--- src/rtl/dmem_arbiter_if.sv ---
// Requester-side bundle of the data-memory arbiter.
// One instance per requester (core load/store unit, DMA/debug loader).
//   req       request valid, held with fields stable until gnt
//   we        1 = store, 0 = load
//   addr      word address
//   wdata     store data
//   acc_type  access type: 000 lb, 001 lh, 010 lw, 100 lbu, 101 lhu
//   gnt       combinational accept strobe for the current rising edge
//   rsp_valid one-cycle response pulse, 2 cycles after the grant edge
//   rsp_data  load data (0 for stores and errors)
//   rsp_err   error flag, valid with rsp_valid
// modport master: the requester; modport slave: the arbiter.
interface dmem_arbiter_if;
    logic        req;
    logic        we;
    logic [31:0] addr;
    logic [31:0] wdata;
    logic [2:0]  acc_type;
    logic        gnt;
    logic        rsp_valid;
    logic [31:0] rsp_data;
    logic        rsp_err;

    modport master (
        output req, we, addr, wdata, acc_type,
        input  gnt, rsp_valid, rsp_data, rsp_err
    );

    modport slave (
        input  req, we, addr, wdata, acc_type,
        output gnt, rsp_valid, rsp_data, rsp_err
    );
endinterface

--- src/rtl/dmem_arbiter.sv ---
// Two-requester round-robin arbiter and one-stage access sequencer in front
// of the single-port data memory.
// Ports:
//   clk        rising-edge clock
//   rst_n      asynchronous active-low reset
//   core, dma  requester bundles (dmem_arbiter_if.slave)
//   Mem_addr   word address to memory
//   Wrt_data   store data to memory
//   MemWrt     memory write strobe
//   MemRead    memory read strobe
//   mem_type   access type to memory
//   Read_data  combinational read data from memory
// A grant at edge T/T+1 loads the access slot; the slot drives the memory
// during T+1 and the response is registered at edge T+1/T+2, so rsp_valid
// is high in cycle T+2 for every request.
module dmem_arbiter #(
    parameter int addr_width = 9
) (
    input  logic              clk,
    input  logic              rst_n,
    dmem_arbiter_if.slave     core,
    dmem_arbiter_if.slave     dma,
    output logic [31:0]       Mem_addr,
    output logic [31:0]       Wrt_data,
    output logic              MemWrt,
    output logic              MemRead,
    output logic [2:0]        mem_type,
    input  logic [31:0]       Read_data
);

    localparam logic [0:0] IDLE   = 1'b0;
    localparam logic [0:0] ACCESS = 1'b1;

    localparam logic OWNER_CORE = 1'b0;
    localparam logic OWNER_DMA  = 1'b1;

    // Slot and arbitration state
    logic [0:0]  state_reg;
    logic        owner_reg;
    logic        we_reg;
    logic [31:0] addr_reg;
    logic [31:0] wdata_reg;
    logic [2:0]  type_reg;
    logic        err_reg;
    logic        last_grant_reg;

    // Response registers
    logic        core_rsp_valid_reg;
    logic [31:0] core_rsp_data_reg;
    logic        core_rsp_err_reg;
    logic        dma_rsp_valid_reg;
    logic [31:0] dma_rsp_data_reg;
    logic        dma_rsp_err_reg;

    // Combinational arbitration and slot-load values
    logic        core_gnt_c;
    logic        dma_gnt_c;
    logic        any_gnt_c;
    logic        sel_we;
    logic [31:0] sel_addr;
    logic [31:0] sel_wdata;
    logic [2:0]  sel_type;
    logic        err_next;
    logic [0:0]  state_next;
    logic        slot_active;
    logic [31:0] rsp_data_next;

    // Requests are ignored while reset is held so gnt reads 0 in reset.
    // On a conflict the requester that was not granted last wins.
    always_comb begin
        core_gnt_c = rst_n && core.req && (!dma.req || (last_grant_reg == OWNER_DMA));
        dma_gnt_c  = rst_n && dma.req && !core_gnt_c;
        any_gnt_c  = core_gnt_c || dma_gnt_c;
    end

    assign core.gnt = core_gnt_c;
    assign dma.gnt  = dma_gnt_c;

    always_comb begin
        if (dma_gnt_c) begin
            sel_we    = dma.we;
            sel_addr  = dma.addr;
            sel_wdata = dma.wdata;
            sel_type  = dma.acc_type;
        end else begin
            sel_we    = core.we;
            sel_addr  = core.addr;
            sel_wdata = core.wdata;
            sel_type  = core.acc_type;
        end
    end

    // Range and type legality, decided once at acceptance time so the
    // memory port never sees an illegal access.
    always_comb begin
        err_next = 1'b0;
        if ((sel_addr >> addr_width) != 32'd0) begin
            err_next = 1'b1;
        end
        if ((sel_type == 3'b011) || (sel_type == 3'b110) || (sel_type == 3'b111)) begin
            err_next = 1'b1;
        end
        if (sel_we && ((sel_type == 3'b100) || (sel_type == 3'b101))) begin
            err_next = 1'b1;
        end
    end

    // Back-to-back grants keep the slot in ACCESS; otherwise it drains.
    always_comb begin
        state_next = any_gnt_c ? ACCESS : IDLE;
    end

    always_ff @(posedge clk or negedge rst_n) begin
        if (!rst_n) begin
            state_reg      <= IDLE;
            owner_reg      <= OWNER_CORE;
            we_reg         <= 1'b0;
            addr_reg       <= 32'd0;
            wdata_reg      <= 32'd0;
            type_reg       <= 3'd0;
            err_reg        <= 1'b0;
            last_grant_reg <= OWNER_DMA;
        end else begin
            state_reg <= state_next;
            if (any_gnt_c) begin
                owner_reg      <= dma_gnt_c ? OWNER_DMA : OWNER_CORE;
                we_reg         <= sel_we;
                addr_reg       <= sel_addr;
                wdata_reg      <= sel_wdata;
                type_reg       <= sel_type;
                err_reg        <= err_next;
                last_grant_reg <= dma_gnt_c ? OWNER_DMA : OWNER_CORE;
            end
        end
    end

    // Memory port: only an error-free occupied slot reaches the memory.
    // Because state_reg clears asynchronously, MemWrt drops as soon as
    // reset asserts and an in-flight store never commits.
    always_comb begin
        slot_active = (state_reg == ACCESS) && !err_reg;
        MemWrt      = slot_active && we_reg;
        MemRead     = slot_active && !we_reg;
        Mem_addr    = slot_active ? addr_reg  : 32'd0;
        Wrt_data    = slot_active ? wdata_reg : 32'd0;
        mem_type    = slot_active ? type_reg  : 3'd0;
    end

    always_comb begin
        rsp_data_next = (MemRead) ? Read_data : 32'd0;
    end

    // Response for the slot occupant, registered at the end of its ACCESS
    // cycle; the non-owner's response outputs stay at 0.
    always_ff @(posedge clk or negedge rst_n) begin
        if (!rst_n) begin
            core_rsp_valid_reg <= 1'b0;
            core_rsp_data_reg  <= 32'd0;
            core_rsp_err_reg   <= 1'b0;
            dma_rsp_valid_reg  <= 1'b0;
            dma_rsp_data_reg   <= 32'd0;
            dma_rsp_err_reg    <= 1'b0;
        end else begin
            core_rsp_valid_reg <= 1'b0;
            core_rsp_data_reg  <= 32'd0;
            core_rsp_err_reg   <= 1'b0;
            dma_rsp_valid_reg  <= 1'b0;
            dma_rsp_data_reg   <= 32'd0;
            dma_rsp_err_reg    <= 1'b0;
            if (state_reg == ACCESS) begin
                if (owner_reg == OWNER_DMA) begin
                    dma_rsp_valid_reg <= 1'b1;
                    dma_rsp_data_reg  <= rsp_data_next;
                    dma_rsp_err_reg   <= err_reg;
                end else begin
                    core_rsp_valid_reg <= 1'b1;
                    core_rsp_data_reg  <= rsp_data_next;
                    core_rsp_err_reg   <= err_reg;
                end
            end
        end
    end

    assign core.rsp_valid = core_rsp_valid_reg;
    assign core.rsp_data  = core_rsp_data_reg;
    assign core.rsp_err   = core_rsp_err_reg;
    assign dma.rsp_valid  = dma_rsp_valid_reg;
    assign dma.rsp_data   = dma_rsp_data_reg;
    assign dma.rsp_err    = dma_rsp_err_reg;

endmodule
--- src/flat_wrapper.sv ---
// flat-port wrapper written by rule: the top's interface ports become plain ports
module dmem_arbiter_flat 
#(
    parameter int addr_width = 9
)
  (clk, rst_n, Mem_addr, Wrt_data, MemWrt, MemRead, mem_type, Read_data, core_req, core_we, core_addr, core_wdata, core_acc_type, core_gnt, core_rsp_valid, core_rsp_data, core_rsp_err, dma_req, dma_we, dma_addr, dma_wdata, dma_acc_type, dma_gnt, dma_rsp_valid, dma_rsp_data, dma_rsp_err);
  dmem_arbiter_if core_i ();
  dmem_arbiter_if dma_i ();
  input  logic clk;
  input  logic rst_n;
  output logic [31:0] Mem_addr;
  output logic [31:0] Wrt_data;
  output logic MemWrt;
  output logic MemRead;
  output logic [2:0] mem_type;
  input  logic [31:0] Read_data;
  input wire logic [$bits(core_i.req)-1:0] core_req;
  input wire logic [$bits(core_i.we)-1:0] core_we;
  input wire logic [$bits(core_i.addr)-1:0] core_addr;
  input wire logic [$bits(core_i.wdata)-1:0] core_wdata;
  input wire logic [$bits(core_i.acc_type)-1:0] core_acc_type;
  output wire logic [$bits(core_i.gnt)-1:0] core_gnt;
  output wire logic [$bits(core_i.rsp_valid)-1:0] core_rsp_valid;
  output wire logic [$bits(core_i.rsp_data)-1:0] core_rsp_data;
  output wire logic [$bits(core_i.rsp_err)-1:0] core_rsp_err;
  input wire logic [$bits(dma_i.req)-1:0] dma_req;
  input wire logic [$bits(dma_i.we)-1:0] dma_we;
  input wire logic [$bits(dma_i.addr)-1:0] dma_addr;
  input wire logic [$bits(dma_i.wdata)-1:0] dma_wdata;
  input wire logic [$bits(dma_i.acc_type)-1:0] dma_acc_type;
  output wire logic [$bits(dma_i.gnt)-1:0] dma_gnt;
  output wire logic [$bits(dma_i.rsp_valid)-1:0] dma_rsp_valid;
  output wire logic [$bits(dma_i.rsp_data)-1:0] dma_rsp_data;
  output wire logic [$bits(dma_i.rsp_err)-1:0] dma_rsp_err;
  assign core_i.req = core_req;
  assign core_i.we = core_we;
  assign core_i.addr = core_addr;
  assign core_i.wdata = core_wdata;
  assign core_i.acc_type = core_acc_type;
  assign core_gnt = core_i.gnt;
  assign core_rsp_valid = core_i.rsp_valid;
  assign core_rsp_data = core_i.rsp_data;
  assign core_rsp_err = core_i.rsp_err;
  assign dma_i.req = dma_req;
  assign dma_i.we = dma_we;
  assign dma_i.addr = dma_addr;
  assign dma_i.wdata = dma_wdata;
  assign dma_i.acc_type = dma_acc_type;
  assign dma_gnt = dma_i.gnt;
  assign dma_rsp_valid = dma_i.rsp_valid;
  assign dma_rsp_data = dma_i.rsp_data;
  assign dma_rsp_err = dma_i.rsp_err;
  dmem_arbiter #(.addr_width(addr_width)) u_core (.clk(clk), .rst_n(rst_n), .core(core_i), .dma(dma_i), .Mem_addr(Mem_addr), .Wrt_data(Wrt_data), .MemWrt(MemWrt), .MemRead(MemRead), .mem_type(mem_type), .Read_data(Read_data));
endmodule
--- config.mk ---
export PLATFORM = sky130hd
export DESIGN_NAME = dmem_arbiter_flat
export DESIGN_NICKNAME = d
export VERILOG_FILES = /design/src/rtl/dmem_arbiter_if.sv /design/src/rtl/dmem_arbiter.sv /design/src/flat_wrapper.sv
export SDC_FILE = /design/constraint.sdc
export NUM_CORES = 1
export LEC_CHECK = 0
export BUFFER_PORTS_ARGS = -buffer_cell sky130_fd_sc_hd__buf_4
export CORE_UTILIZATION = 35
export DETAILED_ROUTE_END_ITERATION = 6
export PLACE_DENSITY = 0.73
export SYNTH_ARGS = -nofsm -noshare
export SYNTH_HDL_FRONTEND = slang
export SYNTH_SLANG_ARGS = --single-unit
--- constraint.sdc ---
create_clock -name clk -period 1.8 [get_ports clk]
set_input_delay 0 -clock clk [delete_from_list [all_inputs] [get_ports clk]]
set_output_delay 0 -clock clk [all_outputs]
set_load 0.01 [all_outputs]
### Yosys cells after proc, flatten, opt, wreduce, memory -nomap -nowiden

Index checks and enable logic that the tools add are counted.

| cells by class | value |
|---|---|
| reductions and logical operators | 18 |
| equality and inequality tests | 5 |
| muxes and demuxes | 25 |

Operators by type and width:

| cell | number |
|---|---|
| $mux W32 | 9 |
| $reduce_bool A32 Y1 | 1 |
| $mux W1 | 14 |
| $eq A3 B3 Y1 const B | 4 |
| $logic_and A1 B1 Y1 | 8 |
| $mux W3 | 2 |
| $logic_or A1 B1 Y1 | 5 |
| $logic_not A1 Y1 | 4 |
| $eq A3 B2 Y1 const B | 1 |

| word-level totals | value |
|---|---|
| input bits | 172 |
| output and inout port bits | 139 |
| logic and storage cells | 62 |
| register bits after elaboration | 140 |

### Depth between registers and ports, before layout

Gate-level depths: netlist of the first run.

| depth | value |
|---|---|
| word-level depth | 11 |
| gate-level depth with buffers | 6 |
| mapped depth without buffers | 4 |

### Least setup slack after synthesis of the first run

No wires, ideal clock.

| timing | value |
|---|---|
| kind | reg-to-reg |
| start point | register u_core.last_grant_reg |
| end point | register u_core.err_reg |
| buffers on the path | 0 |
| data required time | 1.674 ns |
| clock period less this slack | 1.587 ns |
| stages on the path, launching flop included | 5 |
| library setup time | 0.126 ns |
| arrival time | 1.461 ns |
| slack | 0.213 ns |
| path through | dfstp_2 -> a21bo_2 -> or4_1 -> o22a_1 -> o32a_1 |

| between the ends | value |
|---|---|
| cells in the longest elaborated chain, start to end | 10 |
| elaborated cells on any way between the ends | 21 |
| those cells by class | eq/ne: 5; mux: 6; reduce/logical: 10 |

Ends and longest elaborated chain:

| item | line | source |
|---|---|---|
| start: declaration | dmem_arbiter.sv:45 | `logic last_grant_reg;` |
| start signal: assignment | dmem_arbiter.sv:132 | `last_grant_reg <= dma_gnt_c ? OWNER_DMA : OWNER_CORE;` |
| $logic_or A1 B1 Y1 (*) | dmem_arbiter.sv:71 | `core_gnt_c = rst_n && core.req && (!dma.req \|\| (last_grant_reg == OWNER_DMA));` |
| $logic_and A1 B1 Y1 (*) | dmem_arbiter.sv:71 |  |
| parallel branches: the longest is 8 deep, another holds $mux W32 | n/a |  |
| end signal: assignment | dmem_arbiter.sv:131 | `err_reg <= err_next;` |
| end: declaration | dmem_arbiter.sv:44 | `logic err_reg;` |

Mark *: on every way between the ends.
A chain may end at the register's enable or synchronous reset.

### Worst setup path after layout of the first run

| timing | value |
|---|---|
| start point | input dma_addr[18] |
| end point | register u_core.err_reg |

| between the ends | value |
|---|---|
| cells in the longest elaborated chain, start to end | 5 |

Ends and longest elaborated chain:

| item | line | source |
|---|---|---|
| start: declaration | flat_wrapper.sv:28 | `input wire logic [$bits(dma_i.addr)-1:0] dma_addr;` |
| $mux W32 | dmem_arbiter.sv:80 | `if (dma_gnt_c) begin` |
| $reduce_bool A32 Y1 | dmem_arbiter.sv:97 | `if ((sel_addr >> addr_width) != 32'd0) begin` |
| $mux W1 | dmem_arbiter.sv:97 |  |
| $mux W1 | dmem_arbiter.sv:100 | `if ((sel_type == 3'b011) \|\| (sel_type == 3'b110) \|\| (sel_type == 3'b111)) begin` |
| $mux W1 | dmem_arbiter.sv:103 | `if (sel_we && ((sel_type == 3'b100) \|\| (sel_type == 3'b101))) begin` |

No other way between the ends.

==> results of run 1 <==
## how the worst max path moves through the flow
stage          slack [ns]  cells after the start                   to             startpoint
2_1_floorplan        0.21                      4       u_core.err_reg  u_core.last_grant_reg
3_3_place_gp         0.09                      5       u_core.err_reg           dma_addr[22]
3_5_place_dp         0.08                      5       u_core.err_reg           dma_addr[22]
4_1_cts              0.06                      6       u_core.err_reg           dma_addr[18]
5_1_grt             0.001                      5  u_core.addr_reg[30]  u_core.last_grant_reg
6_report             0.06                      6       u_core.err_reg           dma_addr[18]
## cell families (layout without fill, tap and decap cells)
kind of cell,Yosys count,after routing,synth area share [%]
compound gates,80,80,11.0
buf+inv,85,568,5.56
mux,27,27,4.64
flops,140,140,60.1
simple gates,184,184,18.7
## cell usage after synthesis, types with 2 or more instances
cell,number
a222oi_1,41
and2_1,70
and3_1,65
buf_1,2
buf_2,4
clkbuf_1,35
dfrtp_1,139
inv_1,43
mux2i_1,27
nand2_1,28
nor2_1,4
nor2b_1,4
nor3_1,2
nor4_1,5
o21ai_0,2
o21ai_1,27
or4_1,4
## area by class of cell
class                      instances  share of cell area (%)
clock buffer                      18                    4.09
multi-input combinational        291                    19.0
inverter                          44                    1.54
clock inverter                    14                    1.15
timing repair buffer             492                    39.0
sequential                       140                    32.7
tap                              216                    2.52
## power by group through the flow
stage	clock (mW)	combinational (mW)	sequential (mW)
after floorplan	0	0.401	3.54
after global placement	0	0.896	3.56
after detailed placement	0	0.916	3.57
after CTS	3.41	1.22	3.52
after global routing	3.56	1.36	3.56
final	3.35	1.26	3.53
## worst max-delay path, stage by stage
cell	delay, ns
dlygate4sd3_1	0.54
buf_4	0.14
or4_4	0.42
or4_1	0.47
o22a_1	0.17
o32a_1	0.29
## through the flow
step                cells  setup slack (ns)
finish               1215            0.0608
detailed placement   1013            0.0808
global placement     1013            0.0851
CTS                  1215            0.0642
global route         1215           0.00149
floorplan             516             0.213
## per-layer routing
metal | part of all wire [%] | global-route usage [%] | up-vias
met4 | 3.5 | 13.6 | 0
met2 | 52 | 43.4 | 299
met3 | 7.3 | 6.49 | 65
li1 | - | - | 2762
met1 | 37 | 27.7 | 2872
met5 | 0 | 0 | -
## timing repair
item / 4_1_cts / 5_1_grt
endpoints found under the setup margin: 0 / 1
endpoints found under the hold margin: 273 / 0
hold buffers: 170 / 0
resized for setup: 0 / 1
==> results.yml, run 1 <==
outcome:
  outcome: "finished with violations"
  violations: "DRC"
setup_path:
  crit_path_end_kind: "flop"
  cp_data_arrival_time_ns: 2.03
  critPathLaunchType: "primary input"
  worstPathRequired_ns: 2.09
  rr_endpoint: "u_core.addr_reg[30]"
  worstReg2RegStart: "u_core.last_grant_reg"
  rrSetupSlack_ns: 0.09
  r2r_cells: 5
  cp_max_fo: 2
  path_class: "in -> reg"
routing:
  routed_wl_mm: 21.7
  postRouteAntennaNets: 0
  wl_per_cell_um: 17.8
  drtPass1Iterations: 7
  drc: 8
  drt_iter0_markers: 411
  viasPerCell: 4.94
  vias: 5998
worst_hold_path:
  hold_path_end: "u_core.err_reg"
  hp-start: "core_addr[30]"
  hp-class: "in -> reg"
  min_path_cells: 4
synth:
  ys_seq_elements: 140
  netlist.top_cell.by_area: "dfrtp_1"
  synth.avg_cell_area_sq_um: 11.3
  async_flop_share_pct: 100
  synth_warnings: 0
  synth_flop_cell: "dfrtp_1"
  synthCells: 516
  synth.top_cell.area_share_pct: 59.7
  synth.area.top_cells: "dfrtp_1 60%, and2_1 7.5%, a222oi_1 7.0%, and3_1 7.0%, mux2i_1 4.6%"
  synth_edf_count: 0
  synth_area_sq_um: 5830
  syn-num-nets: 688
  synth_sequential_area_ratio_pct: 60.1
  ys_types: 31
placement:
  dpl-instance-area_sq_um: 8460
  gp_congestion: 0.774
  hpwlAfterDp_mm: 12.3
  numPortBuffers: 310
pwr:
  p_total_mw: 8.14
  p_sw_share_pct: 26.7
  comb_power_share_pct: 15.5
  ir_drop_mv: 0.577
  pwr-share-seq_pct: 43.4
  leakage_nw: 5.70
  intPower_mw: 5.96
  clock_power_share_pct: 41.1
  powerDensity_nw_per_um2: 759
  switching_power_mw: 2.18
floorplan:
  rows: 46
  num_io_pins: 311
  dieArea_sq_um: 17200
  fp.dieW_um: 131
  initial_utilization_pct: 36.3
  core_sq_um: 16100
  die_height_um: 131
timing:
  setup_violations: 0
  maxSlewHeadroom_pct: 35.0
  tns_ns: 0
  rsz0062_at_grt: "false"
  fin_crit_ns: 1.74
  fmax_mhz: 575
  worst_pin_slew_ns: 0.975
  skew_ns: 0.00666
  whs_ns: 0.0362
  finalHoldViolCount: 0
  timing.final.crit_share_pct: 96.6
  final-max-slew-violation-count: 0
grt:
  antenna_found_initial: 0
  grt_max_degree: 79
  overflow: 0
  grt.total_usage_pct: 24.9
  grt_pass1_wl_mm: 32.2
  grt_pass1_vias: 6369
final_layout:
  seq_area_sq_um: 3500
  fill_cells: 1140
  final_area_sq_um: 10700
  syn2layout_area_growth_pct: 84.0
  post-route-util_pct: 66.8
  most-common-layout-cells: "316 x buf_4, 170 x dlygate4sd3_1, 139 x dfrtp_1"
  fin_nets: 1158
  final_common_cell: "buf_4"
  multiInputGateArea_sq_um: 2040
  antennaDiodeCount: 0
  drive_above_1_share_pct: 36.6
cts:
  cts_inserted_buffers: 17
  cts.reportedPaths.clkPinSlew_ns: 0.06
  cts_setup_buffers: 0
  htree_levels: 4
  clk_path_buf_depth: 2
  cts.sinks: 140
  cts-root-buf: "clkbuf_16"
  clk_latency_ns: 0.41
  cts_tree: "built"
job:
  cap_violations: 0
No activity file was read; power rests on OpenSTA's default activity.
==> run 2: changes to the inputs <==
- RECOVER_POWER: unset -> 100
==> run 2 against run 1 <==
Effect of this change: the run still ends with DRC left; die area did not move; clock-buffer cell count stayed put; clock skew up 0.0017 ns; first-iteration DRC count rose by 3.9%; critical path type unchanged; largest cell class unchanged; largest power group unchanged; highest routed layer unchanged.
==> results.yml, run 2 (same netlist as run 1, synthesis figures left out) <==
floorplan:
  dieArea_sq_um: 17200
  num_io_pins: 311
  rows: 46
  core_sq_um: 16100
  die_height_um: 131
  initial_utilization_pct: 36.3
  fp.dieW_um: 131
cts:
  cts_tree: "built"
  cts-root-buf: "clkbuf_16"
  cts.sinks: 140
  cts_inserted_buffers: 17
  clk_path_buf_depth: 2
  cts.reportedPaths.clkPinSlew_ns: 0.07
  cts_setup_buffers: 0
  htree_levels: 4
  clk_latency_ns: 0.42
routing:
  drtPass1Iterations: 7
  wl_per_cell_um: 17.9
  drc: 1
  vias: 6060
  wl_met1_mm: 8.06
  routed_wl_mm: 21.7
  drt_iter0_markers: 427
  topRoutingLayerUsed: "met4"
  viasPerCell: 4.99
  postRouteAntennaNets: 0
  wl_met2_mm: 11.2
  route.met3.wl_mm: 1.70
final_layout:
  antennaDiodeCount: 0
  multiInputGateArea_sq_um: 2040
  final_area_sq_um: 10300
  syn2layout_area_growth_pct: 77.5
  drive_above_1_share_pct: 27.1
  most-common-layout-cells: "215 x buf_4, 170 x dlygate4sd3_1, 139 x dfrtp_1"
  fin_nets: 1158
  seq_area_sq_um: 3500
  final_common_cell: "buf_4"
  fill_cells: 1262
grt:
  grt_max_degree: 79
  grt.total_usage_pct: 24.9
  grt_pass1_wl_mm: 32.2
  antenna_found_initial: 0
  overflow: 0
  grt_pass1_vias: 6369
timing:
  fmax_mhz: 576
  maxSlewHeadroom_pct: 31.5
  rsz0062_at_grt: "false"
  skew_ns: 0.00838
  worst_pin_slew_ns: 1.03
  final-max-slew-violation-count: 0
  setup_violations: 0
  timing.final.crit_share_pct: 96.4
  finalHoldViolCount: 0
  whs_ns: 0.0361
  tns_ns: 0
  fin_crit_ns: 1.74
outcome:
  violations: "DRC"
  outcome: "finished with violations"
setup_path:
  critPathLaunchType: "primary input"
  path_cells: "dlygate4sd3_1 -> clkbuf_4 -> or4_4 -> or4_1 -> o22a_1 -> o32a_1"
  path_class: "in -> reg"
  cp_top_family: "simple AND/OR/NAND/NOR gates"
  cp_data_arrival_time_ns: 2.03
  cpMaxStageDelayCell: "dlygate4sd3_1"
  worstPathRequired_ns: 2.09
  cp.buffers_inverters: 2
  crit_path_end_kind: "flop"
  slowest_delay_ns: 0.53
  cp_max_fo: 2
pwr:
  p_total_mw: 8.13
  switching_power_mw: 2.18
  p_sw_share_pct: 26.9
  pwr-share-seq_pct: 43.5
  clock_power_share_pct: 41.3
  powerDensity_nw_per_um2: 785
  ir_drop_mv: 0.582
  leakage_nw: 5.26
  intPower_mw: 5.94
  comb_power_share_pct: 15.1
worst_hold_path:
  hp-class: "in -> reg"
placement:
  numPortBuffers: 310
  dpl-instance-area_sq_um: 8460
  hpwlAfterDp_mm: 12.3
  gp_congestion: 0.774
job:
  cap_violations: 0
==> run 2: changes by cell type in the layout (fill, tap and decap cells not counted), sizes merged <==
cell | previous run | this run
buf | 322 | 220
clkbuf | 18 | 120
==> run 2: power by group through the flow <==
| stage | Clock (mW) | Combinational (mW) | Sequential, mW |
|---|---|---|---|
| 2_1_floorplan | 0 | 0.401 | 3.54 |
| 3_3_place_gp | 0 | 0.896 | 3.56 |
| 3_5_place_dp | 0 | 0.916 | 3.57 |
| 4_1_cts | 3.41 | 1.22 | 3.52 |
| 5_1_grt | 3.56 | 1.34 | 3.56 |
| 6_report | 3.36 | 1.23 | 3.54 |
==> run 2: per-stage QoR <==
| stage | utilization, % | instances | worst slack [ns] |
|---|---|---|---|
| 2_1_floorplan | - | 516 | 0.213 |
| 4_1_cts | 66.8 | 1215 | 0.0642 |
| 3_3_place_gp | 52.7 | 1013 | 0.0851 |
| 6_report | 64.5 | 1215 | 0.0647 |
| 5_1_grt | 64.5 | 1215 | 0.00853 |
| 3_5_place_dp | 52.7 | 1013 | 0.0808 |
==> run 2: repair_timing <==
item / in CTS / in global routing
endpoints found under the hold margin: 273 / 0
gates resized for setup: 0 / 1
endpoints found under the setup margin: 0 / 1
hold buffers: 170 / 0
==> run 2: routing by layer <==
metal / vias up / track usage, %
met5: - / 0
met4: 0 / 13.6
met3: 71 / 6.49
met2: 328 / 43.4
met1: 2900 / 27.7
li1: 2761 / -
==> run 2: cell type report <==
class	instances	share of cell area, %
Clock buffer	18	4.24
Clock inverter	14	1.20
Inverter	44	1.60
Multi-Input combinational cell	291	19.7
Sequential cell	140	33.9
Tap cell	216	2.61
Timing Repair Buffer	492	36.8
==> run 2: final timing paths <==
| path | from | endpoint | cells past startpoint | slack (ns) |
|---|---|---|---|---|
| setup reg to reg | u_core.last_grant_reg | u_core.addr_reg[30] | 5 | 0.09 |
| hold reg to reg | u_core.addr_reg[9] | u_core.addr_reg[9] | 2 | 0.47 |
| hold / removal | core_addr[30] | u_core.err_reg | 4 | 0.04 |
| min in group asynchronous | rst_n | u_core.addr_reg[30] | 3 | 0.50 |
| setup / recovery | dma_addr[18] | u_core.err_reg | 6 | 0.06 |
| max in group asynchronous | rst_n | u_core.dma.rsp_data[21] | 3 | 0.57 |
==> run 2: tightest hold or removal path, cell delays in order <==
cell     delay (ns)
buf_4          0.08
o32ai_1        0.08
nand2_1        0.09
o32a_1         0.16
==> run 3: changes to the inputs <==
- ABC_AREA: unset -> 1
- ABC_CLOCK_PERIOD_IN_PS: unset -> 1800
- CTS_BUF_LIST: unset -> sky130_fd_sc_hd__clkbuf_8
- PLACE_DENSITY: 0.73 -> 0.72
==> run 3 against run 2 <==
Effect of this change: the run now ends clean; cell count grew 21%; sequential share of layout area shrank 0.65 points; sequential power shrank 2%; sequential cell count is the same; critical path type unchanged; critical endpoint is now u_core.wdata_reg[9]; largest cell class unchanged; highest routed layer unchanged.
==> results.yml, run 3 <==
final_layout:
  drive_above_1_share_pct: 20.3
  final_cells: 1467
  fill_cells: 1438
  final_common_cell: "nand2_1"
  seq_area_sq_um: 3500
  syn2layout_area_growth_pct: 72.8
  post-route-util_pct: 62.8
  fin_nets: 1403
  most-common-layout-cells: "213 x nand2_1, 183 x buf_4, 170 x dlygate4sd3_1"
  multiInputGateArea_sq_um: 2070
synth:
  synthCells: 747
  synth_sequential_area_ratio_pct: 57.4
  netlist.top_cell.by_area: "dfrtp_1"
  synth_edf_count: 0
  synth_flop_cell: "dfrtp_1"
  ys_seq_elements: 140
  synth.top_cell.area_share_pct: 57.0
  synth_area_sq_um: 6110
  synthTopCellsByCount: "216 x nand2_1, 144 x nor2_1, 139 x dfrtp_1"
  syn-num-nets: 919
  synth.area.top_cells: "dfrtp_1 57%, nand2_1 13%, nor2_1 8.9%, inv_1 5.9%, o211ai_1 5.0%"
  async_flop_share_pct: 100
  yosysMostFrequentCell: "nand2_1"
  ys_types: 21
  synth.avg_cell_area_sq_um: 8.17
  synth_warnings: 0
cts:
  htree_levels: 4
  cts.sinks: 140
  cts_tree: "built"
  clk_latency_ns: 0.44
  cts-root-buf: "clkbuf_8"
  clk_path_buf_depth: 2
  cts.reportedPaths.clkPinSlew_ns: 0.08
  cts_inserted_buffers: 17
pwr:
  comb_power_share_pct: 19.3
  clock_power_share_pct: 35.4
  ir_drop_mv: 0.580
  switching_power_mw: 2.13
  intPower_mw: 5.54
  pwr-share-seq_pct: 45.3
  p_sw_share_pct: 27.8
  powerDensity_nw_per_um2: 726
  leakage_nw: 5.25
routing:
  drt_iter0_markers: 374
  drtPass1Iterations: 5
  wl_per_cell_um: 16.0
  drc: 0
  viasPerCell: 4.77
  routed_wl_mm: 23.5
  vias: 6993
  postRouteAntennaNets: 0
setup_path:
  rrSetupSlack_ns: 0.09
  worstPathRequired_ns: 2.09
  crit_cells: 8
  cp.buffers_inverters: 5
  cp_data_arrival_time_ns: 2.00
  cp_max_fo: 51
  crit_path_end_kind: "flop"
  path_class: "in -> reg"
  critPathLaunchType: "primary input"
  r2r_cells: 12
  worstReg2RegStart: "u_core.last_grant_reg"
  rr_endpoint: "u_core.err_reg"
  cp_top_family: "buffers and inverters"
  cpMaxStageDelayCell: "dlygate4sd3_1"
  crit_start: "rst_n"
  slowest_delay_ns: 0.58
  critPathCapture: "u_core.wdata_reg[9]"
  path_cells: "dlygate4sd3_1 -> buf_6 -> nand2_2 -> inv_4 -> nor2_2 -> clkinv_1 -> clkbuf_4 -> o211ai_1"
floorplan:
  initial_utilization_pct: 36.3
  fp.dieW_um: 134
  die_height_um: 134
  core_sq_um: 16800
  dieArea_sq_um: 18000
  rows: 47
  num_io_pins: 311
timing:
  maxSlewHeadroom_pct: 26.6
  timing.final.crit_share_pct: 95.3
  tns_ns: 0
  finalHoldViolCount: 0
  final-max-slew-violation-count: 0
  fmax_mhz: 583
  worst_pin_slew_ns: 1.10
  fin_crit_ns: 1.72
  whs_ns: 0.267
  skew_ns: 0.0117
  setup_violations: 0
outcome:
  outcome: "completed"
grt:
  antenna_found_initial: 3
  grt_pass1_vias: 7302
  overflow: 0
  grt_pass1_wl_mm: 35.6
  grt_max_degree: 120
  grt.total_usage_pct: 25.5
placement:
  dp_cells: 1249
  numPortBuffers: 310
  hpwlAfterDp_mm: 12.6
  gp_congestion: 0.850
worst_hold_path:
  hp-class: "in -> reg"
  hp-start: "core_req"
job:
  cap_violations: 0
run 3: changes by cell type after synthesis, sizes merged, moves of 19 or more:
| cell | delta |
|---|---|
| inv | +57 |
| nand3b | +19 |
| and2 | -70 |
| nor2 | +141 |
| nand2 | +191 |
| a222oi | -41 |
| and3 | -65 |
| o211ai | +40 |
| mux2i | -27 |
run 3: power groups by stage:
stage	sequential (mW)	clock, mW	combinational [mW]
floorplan	3.51	0	0.532
global placement	3.52	0	1.05
detailed placement	3.53	0	1.06
CTS	3.47	2.80	1.41
global route	3.50	2.93	1.62
finish	3.47	2.71	1.48
run 3: through the flow:
stage | worst slack (ns) | instance area [sq um] | total power, mW
2_1_floorplan | 0.300 | 6110 | 4.04
3_3_place_gp | 0.0736 | 8700 | 4.58
3_5_place_dp | 0.0562 | 8700 | 4.59
4_1_cts | 0.0167 | 10900 | 7.68
5_1_grt | -0.0289 | 10600 | 8.05
6_report | 0.0844 | 10600 | 7.67
run 3: routing by layer:
layer	vias to the layer above	global-route usage, %	part of all wire, %
met5	-	0	0
met4	0	16.3	5.6
met3	102	6.27	6.9
met2	392	43.2	49
met1	3265	28.6	38
li1	3234	-	-
run 3: tightest hold or removal path, cell delays in order:
cell and delay, ns:
buf_4 0.08, nand2_1 0.05, inv_2 0.08, nand2_4 0.11, nand2_8 0.15, nand2_1 0.06
nand2_1 0.07, o21ai_0 0.07
run 3: cell type report:
type | instances | area share, %
Antenna cell | 3 | 0.0711
Clock buffer | 17 | 2.22
Clock inverter | 15 | 1.79
Inverter | 103 | 3.73
Multi-Input combinational cell | 464 | 19.7
Sequential cell | 140 | 33.2
Tap cell | 220 | 2.61
Timing Repair Buffer | 505 | 36.7
run 3: worst min path at each step:
stage	end	depth (start not counted)	slack [ns]
after global placement	u_core.addr_reg[15]	2	0.03
after detailed placement	u_core.addr_reg[11]	2	0.03
after floorplan	u_core.addr_reg[0]	0	-0.30
after global routing	u_core.wdata_reg[29]	4	0.31
final	u_core.type_reg[2]	8	0.27
after CTS	u_core.last_grant_reg	7	0.13
run 3: kinds of logic after synthesis:
| group | synth area share (%) |
|---|---|
| AOI/OAI and AO/OA | 7.75 |
| DFF | 57.4 |
| buffers and inverters | 9.32 |
| and+or+nand+nor | 25.5 |
run 3: repair_timing:
item | 4_1_cts | 5_1_grt
endpoints found under the setup margin | 2 | 3
cloned | 3 | 2
pin swaps | 1 | 5
resized for setup | 7 | 7
buffers inserted | 0 | 8
hold endpoints to repair | 273 | 0
hold buffers | 170 | 0
